`src/rtl/mem_arbiter.sv`:
```
// Two-port arbiter (uP16 CPU, Wishbone slave) in front of four 1K x 16 RAM banks.
// Every access runs IDLE -> ACC -> CAP -> DONE; all RAM controls are registered and active-low.
module mem_arbiter #(
  parameter int STARVE_MAX = 8,
  parameter int CNT_W      = 4
) (
  input  logic        soc_clk,
  input  logic        soc_rst_n,
  // Handshake: a requester holds its request (cpu_req, or wbs_cyc_i & wbs_stb_i)
  // with stable attributes until cpu_ready / wbs_ack_o, each a one-cycle pulse.
  input  logic        cpu_req,
  input  logic        cpu_we,
  input  logic [11:0] cpu_addr,
  input  logic [15:0] cpu_wdata,
  output logic [15:0] cpu_rdata,
  output logic        cpu_ready,
  input  logic        wbs_cyc_i,
  input  logic        wbs_stb_i,
  input  logic        wbs_we_i,
  input  logic [3:0]  wbs_sel_i,
  input  logic [31:0] wbs_adr_i,
  input  logic [31:0] wbs_dat_i,
  output logic        wbs_ack_o,
  output logic [31:0] wbs_dat_o,
  output logic [3:0]  mem_csb,
  output logic        mem_web,
  output logic [9:0]  mem_addr,
  output logic [15:0] mem_din,
  input  logic [15:0] mem_dout0,
  input  logic [15:0] mem_dout1,
  input  logic [15:0] mem_dout2,
  input  logic [15:0] mem_dout3,
  output logic        arb_busy,
  output logic        arb_owner,
  output logic [1:0]  arb_state
);

  typedef enum logic [1:0] {S_IDLE, S_ACC, S_CAP, S_DONE} state_t;

  state_t            state_q, state_d;
  logic              owner_q, owner_d;
  logic [1:0]        bank_q, bank_d;
  logic              we_q, we_d;
  logic [CNT_W-1:0]  starve_q, starve_d;
  logic [3:0]        csb_q, csb_d;
  logic              web_q, web_d;
  logic [9:0]        addr_q, addr_d;
  logic [15:0]       din_q, din_d;
  logic [15:0]       cpu_rdata_q, cpu_rdata_d;
  logic              cpu_ready_q, cpu_ready_d;
  logic [15:0]       wb_rdata_q, wb_rdata_d;
  logic              wb_ack_q, wb_ack_d;

  logic              wb_pend, cpu_pend, grant_wb, starve_full;
  logic              req_we, wb_masked;
  logic [11:0]       req_addr;
  logic [15:0]       req_din;
  logic [15:0]       bank_dout;
  logic              unused_bits;

  assign unused_bits = ^{wbs_adr_i[31:14], wbs_adr_i[1:0], wbs_dat_i[31:16], wbs_sel_i[3:2]};

  assign wb_pend     = wbs_cyc_i & wbs_stb_i;
  assign cpu_pend    = cpu_req;
  assign starve_full = (starve_q == CNT_W'(STARVE_MAX));
  assign grant_wb    = wb_pend & (~cpu_pend | starve_full);

  assign req_we   = grant_wb ? wbs_we_i          : cpu_we;
  assign req_addr = grant_wb ? wbs_adr_i[13:2]   : cpu_addr;
  assign req_din  = grant_wb ? wbs_dat_i[15:0]   : cpu_wdata;
  // A Wishbone write that does not cover the low halfword must not touch the RAM.
  assign wb_masked = grant_wb & wbs_we_i & (wbs_sel_i[1:0] != 2'b11);

  always_comb begin
    case (bank_q)
      2'd0:    bank_dout = mem_dout0;
      2'd1:    bank_dout = mem_dout1;
      2'd2:    bank_dout = mem_dout2;
      default: bank_dout = mem_dout3;
    endcase
  end

  always_comb begin
    state_d     = state_q;
    owner_d     = owner_q;
    bank_d      = bank_q;
    we_d        = we_q;
    starve_d    = starve_q;
    csb_d       = csb_q;
    web_d       = web_q;
    addr_d      = addr_q;
    din_d       = din_q;
    cpu_rdata_d = cpu_rdata_q;
    wb_rdata_d  = wb_rdata_q;
    cpu_ready_d = 1'b0;
    wb_ack_d    = 1'b0;
    case (state_q)
      S_IDLE: begin
        if (!wb_pend) starve_d = '0;
        if (cpu_pend || wb_pend) begin
          owner_d = grant_wb;
          bank_d  = req_addr[11:10];
          we_d    = req_we;
          addr_d  = req_addr[9:0];
          din_d   = req_din;
          web_d   = ~req_we;
          csb_d   = wb_masked ? 4'hF : ~(4'b0001 << req_addr[11:10]);
          state_d = S_ACC;
          if (grant_wb) begin
            starve_d = '0;
          end else if (wb_pend && !starve_full) begin
            starve_d = starve_q + CNT_W'(1);
          end
        end
      end
      S_ACC: begin
        csb_d   = 4'hF;
        web_d   = 1'b1;
        state_d = S_CAP;
      end
      S_CAP: begin
        if (!we_q) begin
          if (owner_q) wb_rdata_d  = bank_dout;
          else         cpu_rdata_d = bank_dout;
        end
        cpu_ready_d = ~owner_q;
        wb_ack_d    = owner_q & wb_pend;
        state_d     = S_DONE;
      end
      default: state_d = S_IDLE;
    endcase
  end

  always_ff @(posedge soc_clk or negedge soc_rst_n) begin
    if (!soc_rst_n) begin
      state_q     <= S_IDLE;
      owner_q     <= 1'b0;
      bank_q      <= 2'd0;
      we_q        <= 1'b0;
      starve_q    <= '0;
      csb_q       <= 4'hF;
      web_q       <= 1'b1;
      addr_q      <= '0;
      din_q       <= '0;
      cpu_rdata_q <= '0;
      cpu_ready_q <= 1'b0;
      wb_rdata_q  <= '0;
      wb_ack_q    <= 1'b0;
    end else begin
      state_q     <= state_d;
      owner_q     <= owner_d;
      bank_q      <= bank_d;
      we_q        <= we_d;
      starve_q    <= starve_d;
      csb_q       <= csb_d;
      web_q       <= web_d;
      addr_q      <= addr_d;
      din_q       <= din_d;
      cpu_rdata_q <= cpu_rdata_d;
      cpu_ready_q <= cpu_ready_d;
      wb_rdata_q  <= wb_rdata_d;
      wb_ack_q    <= wb_ack_d;
    end
  end

  assign mem_csb   = csb_q;
  assign mem_web   = web_q;
  assign mem_addr  = addr_q;
  assign mem_din   = din_q;
  assign cpu_rdata = cpu_rdata_q;
  assign cpu_ready = cpu_ready_q;
  assign wbs_ack_o = wb_ack_q;
  assign wbs_dat_o = {16'h0000, wb_rdata_q};
  assign arb_busy  = (state_q != S_IDLE);
  assign arb_owner = owner_q;
  assign arb_state = state_q;

endmodule

```
`config.mk`:
```
export PLATFORM = sky130hd
export DESIGN_NAME = mem_arbiter
export DESIGN_NICKNAME = d
export VERILOG_FILES = /design/src/rtl/mem_arbiter.sv
export SDC_FILE = /design/constraint.sdc
export NUM_CORES = 1
export LEC_CHECK = 0
export CORE_MARGIN = 5
export CORE_UTILIZATION = 33
export DETAILED_ROUTE_END_ITERATION = 10
export PLACE_DENSITY_LB_ADDON = 0.3
export SETUP_SLACK_MARGIN = 0.5
export SLEW_MARGIN = 20
export SYNTH_ARGS = -nofsm -noshare
export SYNTH_HDL_FRONTEND = slang
export SYNTH_SLANG_ARGS = --single-unit
```
`constraint.sdc`:
```
create_clock -name soc_clk -period 1.8 [get_ports soc_clk]
set_input_delay 0.36 -clock soc_clk [delete_from_list [all_inputs] [get_ports soc_clk]]
set_output_delay 0.36 -clock soc_clk [all_outputs]
set_load 0.02 [all_outputs]
```
==> results.json <==
{
  "ir_worst_vdd_mv": 0.731,
  "crit_path_start_kind": "register",
  "syn_area_per_cell_um2": 13.5,
  "final_nets": 695,
  "vias": 3363,
  "syn_area_um2": 3770,
  "skew_ps": 6.80,
  "drive_gt1_frac": 0.428,
  "start_util": 0.333,
  "power_density_nw_per_um2": 1590,
  "yosysSeqAreaShare": 0.500,
  "setup_tns_ps": 0,
  "worstPathRequired_ps": 2050,
  "drv_cap": 0,
  "core-area_um2": 11300,
  "postRouteAntennaNets": 0,
  "dpl.hpwl_um": 9070,
  "post-route-period-util": 0.944,
  "min_path_type": "in -> async",
  "finalNonFillerCells": 672,
  "finalWorstSetupSlack_ps": 101,
  "finalCriticalPeriod_ps": 1700,
  "crit_type": "reg -> reg",
  "drt_wl_total_um": 12800,
  "reg2reg_slack_ps": 100,
  "antenna_found_initial": 0,
  "cp_max_fo": 3,
  "htree_levels": 3,
  "gr-total-overflow": 0,
  "clock-sinks": 75,
  "pre_cts_slack_ps": -297,
  "gp_congestion": 0.778,
  "cts_tree": "done",
  "fp.dieH_um": 117,
  "cts-root-buf": "clkbuf_16",
  "finalSetupViolations": 0,
  "die_width_um": 117,
  "p_total_mw": 10.5,
  "grt_pass1_vias": 3604,
  "cp-end-kind": "register",
  "clkLatencyLatePin_ps": 330,
  "post_synth_num_cell_types": 42,
  "ys.warnings.count": 0,
  "synth-main-ff-cell": "dfrtp_1",
  "finalHoldViolCount": 0,
  "arrival_ps": 1950,
  "ctsLongestPathBuffers": 2,
  "drc_errors": 0,
  "drv_slew": 0,
  "wl_per_cell_um": 19.1,
  "yosys_register_bits": 75,
  "rsz0062_at_grt": "true",
  "final_cell_mix": "clkdlybuf4s50_1 (124), dfrtp_1 (66), buf_2 (60), buf_4 (28), a221o_1 (26)",
  "synth_async_sr_flop_share": 1.00,
  "placement.io_buffers": 197,
  "max_freq_ghz": 0.589,
  "grtUsageTotal": 0.182,
  "io_pins": 252,
  "cts_inserted_buffers": 9,
  "synth_cells": 280,
  "firstDrtPassIters": 4,
  "final_common_cell": "clkdlybuf4s50_1",
  "drtIter0Drc": 108,
  "vias_per_cell": 5.00,
  "dpl.cell_count": 625,
  "status": "finished clean",
  "n_fill_cell": 976,
  "grt_pass1_wl_um": 19000,
  "synthToLayoutAreaGrowth_pct": 75.5,
  "rows": 39,
  "die_area_um2": 13600,
  "synth_edf_count": 0,
  "p_leak_nw": 2.99,
  "path_clk_slew_ps": 60,
  "grt_max_degree": 32
}
[layout make-up]
| cell class | count | area, um^2 | share of cell area |
|---|---|---|---|
| well taps | 143 | 179 | 0.0271 |
| repair buffers | 248 | 2300 | 0.347 |
| diodes | 1 | 2.50 | 0.000379 |
| multi-input cells | 183 | 1920 | 0.290 |
| inverters | 6 | 33.8 | 0.00511 |
| flip-flops and latches | 75 | 1890 | 0.286 |
| clock inverters | 5 | 52.6 | 0.00795 |
| clock buffers | 11 | 243 | 0.0367 |
[per-stage QoR]
stage | area, um^2 | util | hold slack, ps
final | 6610 | 0.584 | 489
after global placement | 6090 | 0.538 | 279
after floorplan | 3980 | - | 64.4
after CTS | 6490 | 0.573 | 482
after global routing | 6610 | 0.584 | 507
after detailed placement | 6090 | 0.538 | 279
[registers in the layout, summed over array words and instances, names as in the netlist]
register / flops
arb_state: 2
starve_q: 4
wbs_ack_o: 1
mem_web: 1
cpu_ready: 1
arb_owner: 1
bank_q: 2
cpu_rdata: 16
mem_csb: 4
we_q: 1
mem_addr: 10
mem_din: 16
wb_rdata_q: 16
[worst max-delay path, stage by stage (launching register included)]
cell	delay [ps]
dfrtp_1	390
inv_2	80
ha_4	150
nand3b_4	90
a21oi_4	230
mux2_4	330
o32a_1	350
[final timing paths]
kind / start / end / cells after the start
min in group soc_clk: wb_rdata_q[6] / wb_rdata_q[6] / 1
setup / recovery: starve_q[1] / mem_csb[1] / 6
max in group asynchronous: soc_rst_n / mem_csb[2] / 3
hold / removal: soc_rst_n / cpu_rdata[7] / 2
hold reg to reg: wb_rdata_q[6] / wb_rdata_q[6] / 1
setup reg to reg: starve_q[1] / mem_csb[1] / 6
[metal layers]
layer	wire, um	global-route usage	up-vias
met5	0	0	-
met1	4710	0.208	1642
li1	-	-	1539
met4	191	0.0688	0
met2	6510	0.320	167
met3	1420	0.0560	15
[cells in the mapped netlist, types with 2 or more instances]
library cell | count | area share
a21o_1 | 2 | 0.0040
a21oi_1 | 2 | 0.0027
a221o_1 | 26 | 0.069
a31oi_1 | 3 | 0.0050
and3_1 | 27 | 0.045
buf_2 | 5 | 0.0066
buf_4 | 17 | 0.034
buf_6 | 4 | 0.012
clkbuf_1 | 6 | 0.0060
dfrtp_1 | 70 | 0.47
dfstp_2 | 5 | 0.035
ha_1 | 5 | 0.017
inv_1 | 6 | 0.0060
mux2_2 | 33 | 0.099
mux2i_1 | 5 | 0.013
mux4_2 | 16 | 0.096
nand2_1 | 6 | 0.0060
nand3_1 | 4 | 0.0053
nor2_1 | 5 | 0.0050
nor2b_1 | 2 | 0.0033
o21ai_0 | 8 | 0.011
o31ai_1 | 2 | 0.0040
o32a_1 | 2 | 0.0053
[logic make-up after synthesis]
| kind of cell | after synthesis | share of synthesized area |
|---|---|---|
| DFF | 75 | 0.500 |
| and+or+nand+nor | 55 | 0.0897 |
| AOI/OAI and AO/OA | 50 | 0.114 |
| muxes | 54 | 0.208 |
| buffers and inverters | 40 | 0.0711 |
| other | 1 | 0.000996 |
| adders and majority gates | 5 | 0.0166 |
[power by group]
| group | switching (mW) | leakage [nW] | internal (mW) |
|---|---|---|---|
| Combinational | 2.79 | 1.94 | 2.95 |
| Sequential | 0.454 | 0.904 | 2.51 |
| Clock | 0.669 | 0.145 | 1.10 |
[what timing repair did]
item,4_1_cts,5_1_grt
setup buffers,16,7
hold buffers,1,0
pin swaps,23,11
hold endpoints to repair,21,0
resized for setup,331,17
cloned,6,0
endpoints found under the setup margin,140,81
Note: power is estimated with default switching activity, not from simulation.
